--- src/rtl/tmr_clock_gate_ctrl.sv ---
// Clock-gate controller: per-channel OFF/ON/AUTO mode held in three voted,
// self-scrubbing copies, driving one registered ICG enable per channel.
module tmr_clock_gate_ctrl #(
  parameter int         NCH         = 3,
  parameter int         IDLE_CYCLES = 16,
  parameter int         CNT_W       = 8,
  parameter logic [1:0] RST_MODE    = 2'b01
) (
  input  logic                                   clk,
  input  logic                                   rst,
  input  logic                                   cfg_wr,
  input  logic [(NCH > 1 ? $clog2(NCH) : 1)-1:0] cfg_ch,
  input  logic [1:0]                             cfg_mode,
  input  logic [NCH-1:0]                         activity,
  input  logic                                   inj_en,
  input  logic [(NCH > 1 ? $clog2(NCH) : 1)-1:0] inj_ch,
  input  logic [1:0]                             inj_copy,
  input  logic                                   inj_bit,
  output logic [NCH-1:0]                         gate_en,
  output logic                                   tmr_err,
  output logic [CNT_W-1:0]                       err_cnt
);
  localparam int CH_W = (NCH > 1) ? $clog2(NCH) : 1;
  localparam int IW   = (IDLE_CYCLES > 1) ? $clog2(IDLE_CYCLES) : 1;
  localparam logic [IW-1:0] IDLE_LAST = IW'(IDLE_CYCLES - 1);
  localparam logic [1:0] MODE_OFF  = 2'b00;
  localparam logic [1:0] MODE_AUTO = 2'b10;

  logic [NCH-1:0][1:0]    r_mode_a, r_mode_b, r_mode_c;
  logic [NCH-1:0][IW-1:0] r_idle;
  logic [NCH-1:0]         r_gate;
  logic                   r_err;
  logic [CNT_W-1:0]       r_cnt;

  logic [NCH-1:0][1:0]    w_voted, w_nxt_a, w_nxt_b, w_nxt_c;
  logic [NCH-1:0][IW-1:0] w_idle_nxt;
  logic [NCH-1:0]         w_gate_nxt;
  logic [NCH-1:0]         w_mis;
  logic                   w_any_mis;
  logic [1:0]             w_flip;

  function automatic logic [CNT_W-1:0] sat_inc(input logic [CNT_W-1:0] v);
    return (&v) ? v : v + CNT_W'(1);
  endfunction

  assign w_flip    = inj_bit ? 2'b10 : 2'b01;
  assign w_any_mis = |w_mis;

  // Vote, mismatch detect and next-copy selection (cfg beats injection)
  always_comb begin
    for (int i = 0; i < NCH; i++) begin
      w_voted[i] = (r_mode_a[i] & r_mode_b[i]) | (r_mode_a[i] & r_mode_c[i]) |
                   (r_mode_b[i] & r_mode_c[i]);
      w_mis[i]   = (r_mode_a[i] != r_mode_b[i]) || (r_mode_b[i] != r_mode_c[i]);
      w_nxt_a[i] = w_voted[i];
      w_nxt_b[i] = w_voted[i];
      w_nxt_c[i] = w_voted[i];
      if (cfg_wr && (cfg_ch == CH_W'(i))) begin
        w_nxt_a[i] = cfg_mode;
        w_nxt_b[i] = cfg_mode;
        w_nxt_c[i] = cfg_mode;
      end else if (inj_en && (inj_ch == CH_W'(i))) begin
        case (inj_copy)
          2'd0:    w_nxt_a[i] = w_voted[i] ^ w_flip;
          2'd1:    w_nxt_b[i] = w_voted[i] ^ w_flip;
          2'd2:    w_nxt_c[i] = w_voted[i] ^ w_flip;
          default: ;
        endcase
      end
    end
  end

  // Gate decision from the voted mode; reserved 11 behaves as ON
  always_comb begin
    for (int i = 0; i < NCH; i++) begin
      w_gate_nxt[i] = r_gate[i];
      w_idle_nxt[i] = r_idle[i];
      case (w_voted[i])
        MODE_OFF: begin
          w_gate_nxt[i] = 1'b0;
          w_idle_nxt[i] = '0;
        end
        MODE_AUTO: begin
          if (activity[i]) begin
            w_gate_nxt[i] = 1'b1;
            w_idle_nxt[i] = '0;
          end else if (r_idle[i] == IDLE_LAST) begin
            w_gate_nxt[i] = 1'b0;
          end else begin
            w_idle_nxt[i] = r_idle[i] + IW'(1);
          end
        end
        default: begin
          w_gate_nxt[i] = 1'b1;
          w_idle_nxt[i] = '0;
        end
      endcase
    end
  end

  always_ff @(posedge clk) begin
    if (rst) begin
      r_mode_a <= {NCH{RST_MODE}};
      r_mode_b <= {NCH{RST_MODE}};
      r_mode_c <= {NCH{RST_MODE}};
      r_idle   <= '0;
      r_gate   <= '1;
      r_err    <= 1'b0;
      r_cnt    <= '0;
    end else begin
      r_mode_a <= w_nxt_a;
      r_mode_b <= w_nxt_b;
      r_mode_c <= w_nxt_c;
      r_idle   <= w_idle_nxt;
      r_gate   <= w_gate_nxt;
      r_err    <= w_any_mis;
      if (w_any_mis) r_cnt <= sat_inc(r_cnt);
    end
  end

  assign gate_en = r_gate;
  assign tmr_err = r_err;
  assign err_cnt = r_cnt;
endmodule

--- config.mk ---
export PLATFORM = sky130hd
export DESIGN_NAME = tmr_clock_gate_ctrl
export DESIGN_NICKNAME = d
export VERILOG_FILES = /design/src/rtl/tmr_clock_gate_ctrl.sv
export SDC_FILE = /design/constraint.sdc
export NUM_CORES = 1
export LEC_CHECK = 0
export BUFFER_PORTS_ARGS = -buffer_cell sky130_fd_sc_hd__buf_2
export CORE_ASPECT_RATIO = 2
export CORE_UTILIZATION = 35
export CTS_BUF_LIST = sky130_fd_sc_hd__clkbuf_8
export DETAILED_ROUTE_END_ITERATION = 7
export SLEW_MARGIN = 20
export SYNTH_ARGS = -nofsm -noshare
export SYNTH_HDL_FRONTEND = slang
export SYNTH_SLANG_ARGS = --single-unit
--- constraint.sdc ---
create_clock -name clk -period 1.7 [get_ports clk]
set_input_delay 0.085 -clock clk [delete_from_list [all_inputs] [get_ports clk]]
set_output_delay 0.085 -clock clk [all_outputs]
set_load 0.02 [all_outputs]
==> metrics.md <==
| Metric | Value |
|---|---|
| Setup ws final | `0.0411 ns` |
| Period utilisation layout | `97.6%` |
| Most used DFF post-synth | `dfxtp_1` |
| Pwr dens | `711 mW/mm^2` |
| Synthesized area | `0.00218 mm^2` |
| Reg area | `848 um^2` |
| Latest clock arrival within the worst-skew pair | `0.29 ns` |
| CTS tree | `done` |
| P_sw | `482 uW` |
| Layout net count | `319` |
| Via count | `1859` |
| Cell variety after synth | `33` |
| Crit-path max FO | `7` |
| Root Driver | `clkbuf_8` |
| Clk sink count | `42` |
| Count leader, synth | `dfxtp_1` |
| Fmax achieved | `0.603 GHz` |
| Combinational power share | `14.0%` |
| Die area | `0.00656 mm^2` |
| Seq/Total Area, Yosys | `38.6%` |
| Placed Cells | `343` |
| Area Growth Syn to Fin | `22.0%` |
| Post-DP HPWL | `3.55 mm` |
| ANT nets after route | `0` |
| Routed WL | `4.74 mm` |
| Hold Path Class | `input pin to register` |
| Gpl congestion | `0.750` |
| Setup crit end kind | `register` |
| Initial antenna violation count | `0` |
| Avg Inst Size Synth | `8.96 um^2` |
| Worst path arrival time | `1.89 ns` |
| Number of synthesized register bits | `42` |
| Worst setup path class | `register to register` |
| H-tree lvl count | `2` |
| Dominant cell type by area after synthesis | `dfxtp_1` |
| Leakage | `1.09 nW` |
| I/O Buffers | `27` |
| Final setup viols | `0` |
| Synthesized net count | `275` |
| Max_cap viols | `0` |
| Initial cell density of the core | `36.3%` |
| Global-route wire length before repair | `7.85 mm` |
| Worst-case clock buffer depth | `2` |
| Layout cells sized above 1 | `23.3%` |
| CP Data Required Time | `1.93 ns` |
| Sw frac | `25.5%` |
| Max-slew violation count | `0` |
| Final Hold Viols | `0` |
| Relative slew slack | `67.9%` |
| Clk pwr share | `30.8%` |
| Part of the power in registers | `55.1%` |
| Die Ht | `114 um` |
| Final period demand of the worst path | `1.66 ns` |
| Antenna diode count | `0` |
| Post-synth EDFFs | `0` |
| Pre-antenna DRT Iters | `6` |
| Number of I/O pins | `28` |
| Number of buffers created by CTS | `5` |
| Ys Warns | `0` |
| Synth area leaders | `dfxtp_1, ha_1, xnor2_1, nor2_1, nand2_1` |
| Failing checks | `DRC` |
| Die X-Extent | `57.8 um` |
| Per-cell routed wire length | `13.5 um` |
| Average vias per placed instance | `5.31` |
| Fraction of registers with async set or reset after synthesis | `0%` |
| Worst slew pin tran | `0.480 ns` |
| Pre-CTS WS | `-0.164 ns` |
| Worst-path clk slew | `0.07 ns` |
| Peak supply drop | `446 uV` |
| Largest net degree at the start of global routing | `24` |
| Gr ovfl total | `0` |
| Final Instance Count excl. Fillers | `350` |
| Area occupied by multi-input gates | `0.00141 mm^2` |
| Gr usage total | `15.8%` |
| Outcome | `finished, violations left` |
| Row count | `40` |
| Area share of the leading cell type in the synthesized netlist | `38.6%` |
| Fill cell count | `612` |
| Final core occ | `44.2%` |
| Startpoint Class | `register` |
| DR iter-0 viols | `48` |
| Vias in the first global route | `1872` |
| Int Pwr | `1.41 mW` |
| Clk_skew | `0.00712 ns` |
| Core Area | `0.00601 mm^2` |
| Hold Buf Count CTS | `0` |
| Top cells by count, synth | `dfxtp_1, nor2_1, nand2_1, xnor2_1, ha_1` |
| Mapped Cells | `243` |
| DRC viols | `2` |
worst paths after layout:
check	startpoint	to	slack, ns	depth (start not counted)
max	r_mode_b[1]	err_cnt[4]	0.04	6
min	activity[2]	gate_en[2]	0.07	3
max reg2reg	r_mode_b[1]	err_cnt[4]	0.04	6
min reg2reg	r_idle[3]	r_idle[3]	0.51	1
per-stage QoR:
step | instance area, um^2 | hold slack (ns) | TNS [ns] | power [mW]
after floorplan | 2180 | 0.199 | 0 | 1.21
after global placement | 2470 | 0.358 | -0.903 | 1.29
after detailed placement | 2470 | 0.370 | -1.05 | 1.29
after CTS | 2630 | 0.0579 | 0 | 1.90
after global routing | 2660 | 0.0773 | -0.0108 | 1.98
final | 2660 | 0.0660 | 0 | 1.89
sequential cells by signal, summed over array words and instances, names as in the netlist:
register	cells
tmr_err	1
gate_en	3
r_idle	12
r_mode_c	6
r_mode_a	6
err_cnt	8
r_mode_b	6
worst max-delay path, cell delays in order, from the launching register on:
cell     delay, ns
dfxtp_4       0.36
ha_4          0.28
nor4_4        0.05
and3_4        0.17
buf_6         0.13
or4_1         0.49
a21oi_1       0.12
power by group through the flow:
stage | Sequential [mW] | Clock [mW] | Combinational (mW)
after floorplan | 1.08 | 0 | 0.137
after global placement | 1.06 | 0 | 0.229
after detailed placement | 1.06 | 0 | 0.232
after CTS | 1.04 | 0.604 | 0.261
after global routing | 1.05 | 0.639 | 0.292
final | 1.04 | 0.582 | 0.265
layout by cell type (no fill, tap or decap), drive strengths merged:
cell,synthesis,final
dfxtp,42,42
buf,2,41
nor2,32,32
nand2,23,23
xnor2,18,18
ha,16,16
o21ai,13,13
a21oi,12,12
nand3,10,10
a21o,9,9
nor3b,7,7
a211oi,7,7
nor3,6,6
clkbuf,2,5
and3b,4,4
nor2b,4,4
mux2i,4,4
nand3b,4,4
or4,4,4
nor4,4,4
xor2,3,3
a31oi,3,3
o31ai,3,3
inv,1,3
o41ai,2,2
or3,2,2
nand2b,2,2
or3b,1,1
and3,1,1
nand4,1,1
mux2,1,1
cells by family after synthesis:
logic type               Yosys count  share of synthesized area (%)
XOR/XNOR                          21                           8.45
multiplexers                       5                           2.36
adder cells (fa/ha/maj)           16                           9.20
AO/OA/AOI/OAI                     49                           15.3
buffers and inverters              5                           1.55
AND/OR/NAND/NOR                  105                           24.5
flip-flops                        42                           38.6
routing by layer:
layer / global-route usage, % / vias to the layer above / wire length, um
li1: - / 954 / -
met3: 3.29 / 10 / 145
met2: 30.4 / 36 / 2650
met4: 8.57 / 0 / 151
met1: 14.7 / 859 / 1800
met5: 0 / - / 0
repair_timing:
action                                  in CTS  in global routing
buffers inserted                             0                  0
gates cloned                                 1                  0
endpoints found under the setup margin       8                  8
pin swaps                                    8                  1
gates resized for setup                     12                  5
layout make-up:
type / count / area share [%]
Clock buffer: 5 / 2.59
Clock inverter: 2 / 0.283
Inverter: 1 / 0.141
Multi-Input combinational cell: 196 / 53.0
Sequential cell: 42 / 32.0
Tap cell: 63 / 2.97
Timing Repair Buffer: 41 / 9.10
Note: power is estimated with default switching activity, not from simulation.
